[config.mk]
export PLATFORM = sky130hd
export DESIGN_NAME = xnor_lfsr_noise
export DESIGN_NICKNAME = d
export VERILOG_FILES = /design/src/rtl/xnor_lfsr_noise.sv
export SDC_FILE = /design/constraint.sdc
export NUM_CORES = 1
export LEC_CHECK = 0
export ABC_AREA = 1
export CAP_MARGIN = 20
export CELL_PAD_IN_SITES_DETAIL_PLACEMENT = 0
export CELL_PAD_IN_SITES_GLOBAL_PLACEMENT = 1
export CORE_MARGIN = 3
export CORE_UTILIZATION = 29
export CTS_CLUSTER_DIAMETER = 60
export DETAILED_ROUTE_END_ITERATION = 10
export PLACE_DENSITY_LB_ADDON = 0.1
export RECOVER_POWER = 25
export SYNTH_ARGS = -nofsm -noshare
export SYNTH_HDL_FRONTEND = slang
export SYNTH_SLANG_ARGS = --single-unit
[constraint.sdc]
create_clock -name MasterClock -period 1.7 [get_ports MasterClock]
set_clock_uncertainty 0.15 [all_clocks]
set_input_delay 0.34 -clock MasterClock [delete_from_list [all_inputs] [get_ports MasterClock]]
set_output_delay 0.34 -clock MasterClock [all_outputs]
set_load 0.01 [all_outputs]
[src/rtl/xnor_lfsr_noise.sv]
// xnor_lfsr_noise: XNOR-feedback LFSR noise generator with rate divider,
// seed load, single-step and recovery from the all-ones lockup state.
module xnor_lfsr_noise #(
  parameter int unsigned      WIDTH     = 17,
  parameter int unsigned      TAP_A     = 17,
  parameter int unsigned      TAP_B     = 14,
  parameter int unsigned      DIV_WIDTH = 8,
  parameter logic [WIDTH-1:0] SEED      = '0
) (
  input  logic                 MasterClock,
  input  logic                 Reset,
  input  logic                 Enable,
  input  logic [DIV_WIDTH-1:0] Divider,
  input  logic                 Load,
  input  logic [WIDTH-1:0]     Seed,
  input  logic                 Step,
  output logic [WIDTH-1:0]     State,
  output logic                 NoiseBit,
  output logic                 StepPulse,
  output logic                 Lockup
);

  localparam int unsigned TA_IDX = TAP_A - 1;
  localparam int unsigned TB_IDX = TAP_B - 1;

  logic [WIDTH-1:0]     state_q, state_d;
  logic [DIV_WIDTH-1:0] cnt_q, cnt_d;
  logic                 pulse_q, pulse_d;
  logic                 fb;
  logic                 lock;
  logic                 shift;

  // Feedback, lockup detect, shift decision and next-state selection
  always_comb begin
    fb      = ~(state_q[TA_IDX] ^ state_q[TB_IDX]);
    lock    = &state_q;
    shift   = 1'b0;
    cnt_d   = cnt_q;
    state_d = state_q;

    if (Load) begin
      cnt_d   = Divider;
      state_d = Seed;
    end else if (Enable) begin
      if (cnt_q == '0) begin
        shift = 1'b1;
        cnt_d = Divider;
      end else begin
        cnt_d = cnt_q - DIV_WIDTH'(1);
      end
    end else begin
      shift = Step;
    end

    if (shift) begin
      state_d = lock ? '0 : {state_q[WIDTH-2:0], fb};
    end
    pulse_d = shift;
  end

  // State, divider counter and shift-pulse registers
  always_ff @(posedge MasterClock or posedge Reset) begin
    if (Reset) begin
      state_q <= SEED;
      cnt_q   <= '0;
      pulse_q <= 1'b0;
    end else begin
      state_q <= state_d;
      cnt_q   <= cnt_d;
      pulse_q <= pulse_d;
    end
  end

  assign State     = state_q;
  assign NoiseBit  = state_q[WIDTH-1];
  assign StepPulse = pulse_q;
  assign Lockup    = lock;

endmodule

==> results <==
-- flip-flops by register name, indices dropped and copies added, names as in the netlist --
name	flops
StepPulse	1
cnt_q	8
State	17
-- tightest hold or removal path, stage by stage (launching register included) --
cell	delay [ps]
dfrtp_1	380
nand2_1	60
nand2_1	50
-- power by group through the flow --
stage / Combinational, µW / Sequential, µW / Clock (µW)
3_5_place_dp: 653 / 751 / 0
2_1_floorplan: 259 / 787 / 0
4_1_cts: 623 / 740 / 548
6_report: 691 / 741 / 529
3_3_place_gp: 654 / 748 / 0
5_1_grt: 776 / 749 / 567
-- cells by family (layout without fill, tap and decap cells) --
| kind of cell | after synthesis | after routing | synth area share [%] |
|---|---|---|---|
| XOR/XNOR | 2 | 2 | 1.07 |
| flip-flops | 26 | 26 | 39.6 |
| AND/OR/NAND/NOR | 149 | 149 | 38.9 |
| adder cells (fa/ha/maj) | 2 | 2 | 1.52 |
| AO/OA/AOI/OAI | 22 | 22 | 8.23 |
| buffers and inverters | 42 | 140 | 10.6 |
-- metrics by stage --
step	cells	util, %	TNS (ps)	area [µm²]	setup slack, ps
after floorplan	243	-	0	1640	83.8
after global routing	411	51.6	-394	2740	-172
after detailed placement	397	47.5	-2680	2520	-267
after global placement	397	47.5	-2180	2520	-192
after CTS	401	48.5	-123	2570	-123
final	411	51.6	-86.1	2740	-86.1
-- repair_timing --
action                     in CTS  in global routing
buffers inserted                0                  9
gates resized for setup        24                 29
pin swaps                       2                 10
setup endpoints to repair      19                 21
hold endpoints to repair        0                  0
gates cloned                    0                  1
-- worst paths after layout --
kind,end,slack [ps],depth (start not counted)
max,Lockup,-90,5
min,cnt_q[4]$_DFFE_PP0P_,370,2
max reg2reg,State[5]$_DFFE_PP0P_,50,10
min reg2reg,cnt_q[4]$_DFFE_PP0P_,370,2
max in group asynchronous,cnt_q[3]$_DFFE_PP0P_,420,3
min in group asynchronous,cnt_q[0]$_DFFE_PP0P_,520,3
-- placed cells by master (no fill, tap or decap) --
cell and count:
a21oi_4 2, buf_12 2, buf_2 1, buf_4 45, buf_6 5, bufinv_16 1, clkbuf_2 1, clkbuf_8 3
clkdlybuf4s50_1 29, clkinv_1 1, dfrtp_1 25, dfrtp_2 1, dlygate4sd2_1 18, dlygate4sd3_1 1, ha_4 2, inv_1 25
inv_2 8, nand2_1 86, nand2_2 9, nand3_1 17, nand3_2 1, nand3_4 1, nand4_1 7, nor2_1 20
nor2_2 1, nor2_4 2, nor3_1 1, nor4_4 1, o211ai_1 4, o21ai_0 13, o21ai_1 3, or2_2 3
xnor2_1 1, xor2_1 1
-- routing by layer --
metal  vias up  GRT usage, %
met2        35          22.7
met3         5          2.88
met1       829          22.7
li1        954             -
met4         0          4.05
met5         -             0
-- cell type report --
class                           count  area (µm²)
Sequential cell                    26         652
Inverter                           34         128
Clock inverter                      1        30.0
Tap cell                           70        87.6
Fill cell                         551        2570
Timing Repair Buffer              102         902
Multi-Input combinational cell    175         895
Clock buffer                        3        41.3
==> metrics.cfg <==
[status]
outcome = finished, violations left
violations = setup timing

[detailed_routing]
viasPerCell = 4.44
wl_met2_um = 2060
highest_layer = met4
first_iter_violations = 109
wl_met3_um = 244
met1_length_um = 2580
first_pass_iters = 4
route.detailed.drc = 0
drt-total-wl_um = 4930
ant_nets = 0
num_vias = 1823
avgRoutedWirePerCell_um = 12.0

[critical_path]
critPathLaunchType = flop
crit_path_top_delay_cell = dfrtp_1
cp_data_arrival_time_ps = 1300
r2r_start = cnt_q[0]$_DFFE_PP0P_
crit_buf_inv = 1
end_kind = primary output
required_ps = 1210
worst-setup-path-type = reg2out
worstPathCellList = nand2_2 -> nor4_4 -> nand2_1 -> nor2_1 -> buf_2
crit_path_max_fanout = 2
critical_path.top_delay_family = simple AND/OR/NAND/NOR gates
startpoint = State[2]$_DFFE_PP0P_
max_stage_delay_ps = 370

[floorplan]
design.core.area_mm2 = 0.00530
die_w_um = 81.2
ioPinCount = 50
die_h_um = 81.2
die-area_mm2 = 0.00660
start_util_pct = 31.0
row_count = 26

[power_and_ir_drop]
ir_drop_mv = 0.316
swShare_pct = 30.6
p_int_uw = 1360
clockPowerShare_pct = 27.0
power.share.sequential_pct = 37.8
p_switching_uw = 601
powerDensity_mw_per_mm2 = 717
pwr-share-comb_pct = 35.2
leakage_uw = 0.00139
fin_total_pwr_uw = 1960

[timing]
drv_slew = 0
timing.hold.ws_ps = 374
fin_ws_ps = -86.1
finalHoldViolCount = 0
rsz0062_at_grt = yes
setup-violations-final = 1
max_freq_mhz = 560
finalCritPeriodShare_pct = 105
period_minus_slack_ps = 1790
max_slew_margin_pct = 55.2
tightest_slew_ps = 673

[clocking]
clkTransAtPathRegs_ps = 100
cts_made_buffers = 3
cts-root-buf = clkbuf_8
insertion_delay_ps = 280
clk_path_buf_depth = 2
cts_hold_buffers = 0
tritoncts = yes
cts.sinks = 26
cts_htree_levels = 1

[synth]
yosysTopAreaCell = dfrtp_1
synthesis.nets = 275
synth_area_leaders = dfrtp_1 (40%), nand2_1 (22%), inv_1 (6.4%)
syn_avg_cell_area_um2 = 6.76
synth_area_mm2 = 0.00164
synth_cell_types = 25
synth_seq_cells = 26
yosysSeqAreaShare_pct = 39.6
async_reset_ff_share_pct = 100
synthFlopType = dfrtp_1
ys_warn_count = 0
synth_common_cells = nand2_1 (95), inv_1 (28), dfrtp_1 (26)
synth_most_common_cell = nand2_1
synth_edf_count = 0
syn_inst = 243
synth_top_cell_area_share_pct = 39.6

[finish]
diodes = 0
layout.nets = 374
area_growth_pct = 66.6
drive_gt1_share_pct = 26.1

[run]
maxCapViolCount = 0

[placed_design]
portBuffers = 49
gp_congestion = 0.766
dp_hpwl_um = 3710

[hold_path]
hp-class = reg2reg
holdCritStartpoint = cnt_q[4]$_DFFE_PP0P_

[global_route]
grt_pass1_wl_um = 7870
antenna_found_initial = 0
grt_max_degree = 27
grt_pass1_vias = 1697
overflow = 0
grt_usage_pct = 15.4

No activity file was read; power rests on OpenSTA's default activity.
